<file path="config.mk">
export PLATFORM = sky130hd
export DESIGN_NAME = btb_update_ctrl
export DESIGN_NICKNAME = d
export VERILOG_FILES = /design/src/rtl/btb_update_ctrl.sv
export SDC_FILE = /design/constraint.sdc
export NUM_CORES = 1
export LEC_CHECK = 0
export BUFFER_PORTS_ARGS = -buffer_cell sky130_fd_sc_hd__buf_2
export CAP_MARGIN = 20
export CORE_UTILIZATION = 50
export CTS_CLUSTER_SIZE = 8
export DETAILED_ROUTE_END_ITERATION = 10
export GPL_TIMING_DRIVEN = 0
export PLACE_DENSITY = 0.78
export SYNTH_ARGS = -nofsm -noshare
export SYNTH_HDL_FRONTEND = slang
export SYNTH_SLANG_ARGS = --single-unit
</file>
<file path="constraint.sdc">
create_clock -name clk -period 4.2 [get_ports clk]
set_input_delay 1.26 -clock clk [delete_from_list [all_inputs] [get_ports clk]]
set_output_delay 1.26 -clock clk [all_outputs]
set_load 0.1 [all_outputs]
</file>
<file path="src/rtl/btb_update_ctrl.sv">
// Serialises BTB target-PC / target-instruction writes from two EX branch slots via a small FIFO.
// Optional BTBC_COALESCE_EN: pushes hitting a queued entry's index overwrite it instead of allocating.
module btb_update_ctrl #(
  parameter int DEPTH   = 4,
  parameter int TIMEOUT = 8,
  parameter int IDX_W   = 4
) (
  input  logic             clk,
  input  logic             rst_n,
  input  logic             req0_valid,
  input  logic [31:0]      req0_pc,
  input  logic [31:0]      req0_target,
  input  logic             req1_valid,
  input  logic [31:0]      req1_pc,
  input  logic [31:0]      req1_target,
  output logic             req_ready,
  input  logic             flush,
  input  logic [31:0]      pc1_IF2,
  input  logic [31:0]      pc2_IF2,
  input  logic [31:0]      inst1_IF2,
  input  logic [31:0]      inst2_IF2,
  output logic             ud_pc_en,
  output logic [IDX_W-1:0] ud_pc_idx,
  output logic [31:0]      ud_pc_data,
  output logic             ud_inst_en,
  output logic [IDX_W-1:0] ud_inst_idx,
  output logic [31:0]      ud_inst_data,
  output logic             busy,
  output logic [7:0]       ovf_cnt,
  output logic [7:0]       tmo_cnt
);

  localparam int PW   = $clog2(DEPTH);
  localparam int WC_W = (TIMEOUT > 1) ? $clog2(TIMEOUT) : 1;

`ifdef BTBC_COALESCE_EN
  localparam bit COALESCE = 1'b1;
`else
  localparam bit COALESCE = 1'b0;
`endif

  typedef enum logic [1:0] {IDLE, WRITE_PC, WAIT_INST} state_t;

  state_t            state, state_n;
  logic [IDX_W-1:0]  mem_idx   [DEPTH];
  logic [31:0]       mem_tgt   [DEPTH];
  logic [IDX_W-1:0]  mem_idx_n [DEPTH];
  logic [31:0]       mem_tgt_n [DEPTH];
  logic [PW-1:0]     rptr, wptr, wptr_n, slot, off;
  logic [PW:0]       count, count_n;
  logic [DEPTH-1:0]  qv;
  logic              hit;
  logic              push0, push1, drop0, drop1, pop;
  logic              match, tmo_hit;
  logic [IDX_W-1:0]  w_idx;
  logic [31:0]       w_tgt;
  logic [WC_W-1:0]   wait_cnt;
  logic [8:0]        ovf_sum;

  assign req_ready = (count <= (PW+1)'(DEPTH-2));
  assign push0 = req0_valid && req_ready && !flush && (req0_target != '0);
  assign push1 = req1_valid && req_ready && !flush && (req1_target != '0);
  assign drop0 = req0_valid && !req_ready && !flush && (req0_target != '0);
  assign drop1 = req1_valid && !req_ready && !flush && (req1_target != '0);
  assign pop   = (state == IDLE) && (count != '0) && !flush;

  // qv marks entries still queued after this cycle's pop; new slots join it so req1 can hit req0
  always_comb begin
    mem_idx_n = mem_idx;
    mem_tgt_n = mem_tgt;
    wptr_n    = wptr;
    count_n   = count - {{PW{1'b0}}, pop};
    hit       = 1'b0;
    slot      = '0;
    off       = '0;
    for (int i = 0; i < DEPTH; i++) begin
      off   = PW'(i) - rptr;
      qv[i] = ({1'b0, off} < count) && !(pop && (PW'(i) == rptr));
    end
    if (flush) begin
      wptr_n  = rptr;
      count_n = '0;
    end else begin
      if (push0) begin
        hit  = 1'b0;
        slot = wptr_n;
        for (int i = 0; i < DEPTH; i++)
          if (COALESCE && qv[i] && !hit && mem_idx_n[i] == req0_pc[IDX_W+1:2]) begin
            hit  = 1'b1;
            slot = PW'(i);
          end
        mem_idx_n[slot] = req0_pc[IDX_W+1:2];
        mem_tgt_n[slot] = req0_target;
        qv[slot]        = 1'b1;
        if (!hit) begin
          wptr_n  = wptr_n + 1'b1;
          count_n = count_n + 1'b1;
        end
      end
      if (push1) begin
        hit  = 1'b0;
        slot = wptr_n;
        for (int i = 0; i < DEPTH; i++)
          if (COALESCE && qv[i] && !hit && mem_idx_n[i] == req1_pc[IDX_W+1:2]) begin
            hit  = 1'b1;
            slot = PW'(i);
          end
        mem_idx_n[slot] = req1_pc[IDX_W+1:2];
        mem_tgt_n[slot] = req1_target;
        if (!hit) begin
          wptr_n  = wptr_n + 1'b1;
          count_n = count_n + 1'b1;
        end
      end
    end
  end

  always_comb begin
    state_n = state;
    match   = 1'b0;
    tmo_hit = 1'b0;
    case (state)
      IDLE:      if (pop) state_n = WRITE_PC;
      WRITE_PC:  state_n = WAIT_INST;
      WAIT_INST: begin
        if (pc1_IF2 == w_tgt || pc2_IF2 == w_tgt) begin
          match   = 1'b1;
          state_n = IDLE;
        end else if (wait_cnt == WC_W'(TIMEOUT-1)) begin
          tmo_hit = 1'b1;
          state_n = IDLE;
        end
      end
      default:   state_n = IDLE;
    endcase
    if (flush) begin
      state_n = IDLE;
      match   = 1'b0;
      tmo_hit = 1'b0;
    end
  end

  assign ovf_sum = {1'b0, ovf_cnt} + 9'(drop0) + 9'(drop1);

  always_ff @(posedge clk or negedge rst_n) begin
    if (!rst_n) begin
      for (int i = 0; i < DEPTH; i++) begin
        mem_idx[i] <= '0;
        mem_tgt[i] <= '0;
      end
      rptr         <= '0;
      wptr         <= '0;
      count        <= '0;
      state        <= IDLE;
      w_idx        <= '0;
      w_tgt        <= '0;
      wait_cnt     <= '0;
      ud_inst_en   <= 1'b0;
      ud_inst_idx  <= '0;
      ud_inst_data <= '0;
      tmo_cnt      <= '0;
      ovf_cnt      <= '0;
    end else begin
      mem_idx    <= mem_idx_n;
      mem_tgt    <= mem_tgt_n;
      wptr       <= wptr_n;
      count      <= count_n;
      rptr       <= rptr + {{(PW-1){1'b0}}, pop};
      state      <= state_n;
      ud_inst_en <= match;
      if (pop) begin
        w_idx <= mem_idx[rptr];
        w_tgt <= mem_tgt[rptr];
      end
      if (state == WRITE_PC)
        wait_cnt <= '0;
      else if (state == WAIT_INST)
        wait_cnt <= wait_cnt + 1'b1;
      if (match) begin
        ud_inst_data <= (pc1_IF2 == w_tgt) ? inst1_IF2 : inst2_IF2;
        ud_inst_idx  <= w_tgt[IDX_W+1:2];
      end
      if (tmo_hit && tmo_cnt != 8'hff)
        tmo_cnt <= tmo_cnt + 8'd1;
      ovf_cnt <= ovf_sum[8] ? 8'hff : ovf_sum[7:0];
    end
  end

  assign ud_pc_en   = (state == WRITE_PC);
  assign ud_pc_idx  = w_idx;
  assign ud_pc_data = w_tgt;
  assign busy       = (state != IDLE) || (count != '0);

endmodule

</file>
==> flow_summary.toml <==
[grt]
grt_max_degree = 114
grt_util_all_layers = 0.314
antenna_found_initial = 4
overflow = 0
grt_pass1_vias = 10900
grt_first_pass_wirelength_mm = 62.1

[synthesis]
synth-async-reset-ratio = 1.00
avgSynthCellArea_um2 = 11.2
synth_edf_count = 0
yosysMostFrequentCell = "dfrtp_1"
synth.top_cell.area_share = 0.485
synth.distinct_cells = 50
ys_ff_latch = 245
yosysSeqAreaShare = 0.485
synth_top_cells_by_count = "dfrtp_1 (245), nand2_1 (162), nor2_1 (114)"
syn-num-nets = 1413
yosysTopAreaCell = "dfrtp_1"
yosysWarnings = 0
synthesis.area_um2 = 12600
syn_inst = 1130
synth.area.top_cells = "dfrtp_1 (49%), o221a_2 (6.8%), mux4_2 (6.4%)"
ys.flop_type = "dfrtp_1"

[worst_setup_path]
crit_chain = "buf_2 > nor4_4 > nand4_1 > o21ai_0 > or3_1 > clkbuf_1 > mux2_2 > ha_1 > nand2_1 > buf_2 > nand2_2 > buf_2 > o22ai_1 > nor2_1"
critPathMaxStageDelay_ps = 410
crit_slowest_cell = "mux2_2"
cp-end-kind = "flip-flop"
required_ps = 4580
cp_num_buf_inv = 4
r2r_setup_slack_ps = 910
cp_max_fo = 10
start_kind = "input port"
path_common_cell = "buf_2"
worstSetupPathType = "in2reg"
crit_family = "simple AND/OR/NAND/NOR gates"
worstPathArrival_ps = 4500

[cts]
root_buffer = "clkbuf_16"
cts_tree = "built"
htree_levels = 2
cts_sinks = 245
cts.clk_slew.worst_paths_ps = 50
cts_buffers = 36
hold_buffers = 0
cts_buffer_depth = 3
insertion_delay_ps = 500

[drt]
drt_wl_total_mm = 40.6
viasPerCell = 6.06
ant_nets = 0
dr.pass1.iters = 5
drt_iter0_markers = 975
wl_per_cell_um = 22.6
vias = 10900
drc = 0

[sta]
fin_crit_sh = 0.981
post-route-min-period_ps = 4120
tns_ps = 0
slew_violations = 0
maxSlewHeadroom = 0.377
rsz0062_at_grt = "no"
fmax_mhz = 243
finalHoldViolations = 0
setup_slack_ps = 80.1
skew_ps = 14.2
setup_viol_count_final = 0
worst_pin_slew_ps = 934

[placement]
placed_cell_area_um2 = 14600
gp_congestion = 0.911
post-place-ws_ps = -711
hpwl_mm = 30.4
portBuffers = 295

[finish]
stdcell_area_um2 = 15600
area_growth_pct = 23.5
drive_above_1_share = 0.379
final_core_util = 0.636
nets = 1749

[die]
start_util = 0.515
std_cell_rows = 57
dieHeight_um = 161
core-area_um2 = 24500
die_w_um = 161
die_area_um2 = 25900
ios = 353

[run_status]
status = "completed"

[run]
max-cap-violations = 0

[power_and_ir_drop]
ir_drop_mv = 0.469
leakage_nw = 7.02
totalPowerFinal_mw = 12.4
p_per_area_nw_per_um2 = 794

[min_path]
hold_path.class = "reg2reg"
power breakdown:
part	internal (mW)	leakage, nW	switching, mW
clock network	1.58	0.479	0.983
logic	2.15	3.60	3.47
registers	3.34	2.94	0.857
cell families after synthesis:
kind of cell,count (synthesis),share of synthesized area
xor+xnor,81,0.0562
flops,245,0.485
fa+ha+maj,22,0.0224
simple gates,372,0.130
buf+inv,99,0.0371
mux,116,0.132
compound gates,195,0.137
layout by cell type, fill, tap and decap left out, drive strengths merged, types with 2 or more instances in the layout:
cell	count
o221a	96
ha	21
xor2	74
nor2b	6
o221ai	12
nand2	166
nand2b	3
mux2i	35
nand4	10
clkinv	2
o21ai	39
mux2	45
nor4	37
or3	3
diode	4
and2	3
nand3	12
o22ai	36
inv	29
buf	347
clkbuf	59
dfrtp	245
a21oi	5
and3	5
xnor2	7
nor3	5
nand3b	2
mux4	36
nor2	118
sequential cells by signal, indices dropped and copies added (netlist names), 4 cells and up:
signal        count
mem_idx          16
ovf_cnt           8
tmo_cnt           8
ud_pc_data       32
ud_pc_idx         4
mem_tgt         128
ud_inst_idx       4
ud_inst_data     32
worst reg2reg max path: cells and delay by family, from the launching register on:
family | cells | cell delay [ps]
xor gates and xnor gates | 2 | 280
adders and majority gates | 5 | 1040
muxes | 1 | 280
DFF | 1 | 430
and+or+nand+nor | 4 | 550
buffers and inverters | 3 | 580
area by class of cell:
class / instances / area (µm²)
well taps: 324 / 405
clock buffers: 38 / 951
flip-flops and latches: 245 / 6130
plain buffers: 70 / 362
repair buffers: 298 / 1550
inverters: 29 / 109
multi-input cells: 786 / 6060
clock inverters: 2 / 21.3
fillers: 1948 / 8930
diodes: 4 / 10.0
path summary, 6_finish.rpt:
path	startpoint	end	cells after the start
max reg2reg	state[0]$_DFFE_PN0P_	count[2]$_DFF_PN0_	15
max in group asynchronous	rst_n	ud_inst_data[7]$_DFFE_PN0P_	3
min in group asynchronous	rst_n	ud_pc_data[17]$_DFFE_PN0P_	1
max	req0_target[0]	mem_tgt[15]$_DFFE_PN0N_	14
min	ud_inst_data[1]$_DFFE_PN0P_	ud_inst_data[1]$_DFFE_PN0P_	2
min reg2reg	ud_inst_data[1]$_DFFE_PN0P_	ud_inst_data[1]$_DFFE_PN0P_	2
metal layers:
metal | part of all wire | vias to the layer above | GRT usage
met5 | 0 | - | 0
met4 | 0.044 | 0 | 0.145
met3 | 0.085 | 107 | 0.0550
met2 | 0.49 | 610 | 0.521
met1 | 0.38 | 5349 | 0.403
li1 | - | 4813 | -
per-stage QoR:
| stage | instances | hold slack, ps |
|---|---|---|
| after floorplan | 1130 | 473 |
| after global placement | 1749 | 463 |
| after detailed placement | 1751 | 467 |
| after CTS | 1791 | 477 |
| after global routing | 1796 | 498 |
| final | 1796 | 470 |
repair_timing:
action | CTS | global route
gates resized for setup | 4 | 3
pin swaps | 0 | 2
buffers inserted | 0 | 1
endpoints found under the setup margin | 122 | 61
(Power assumes the default switching activity.)
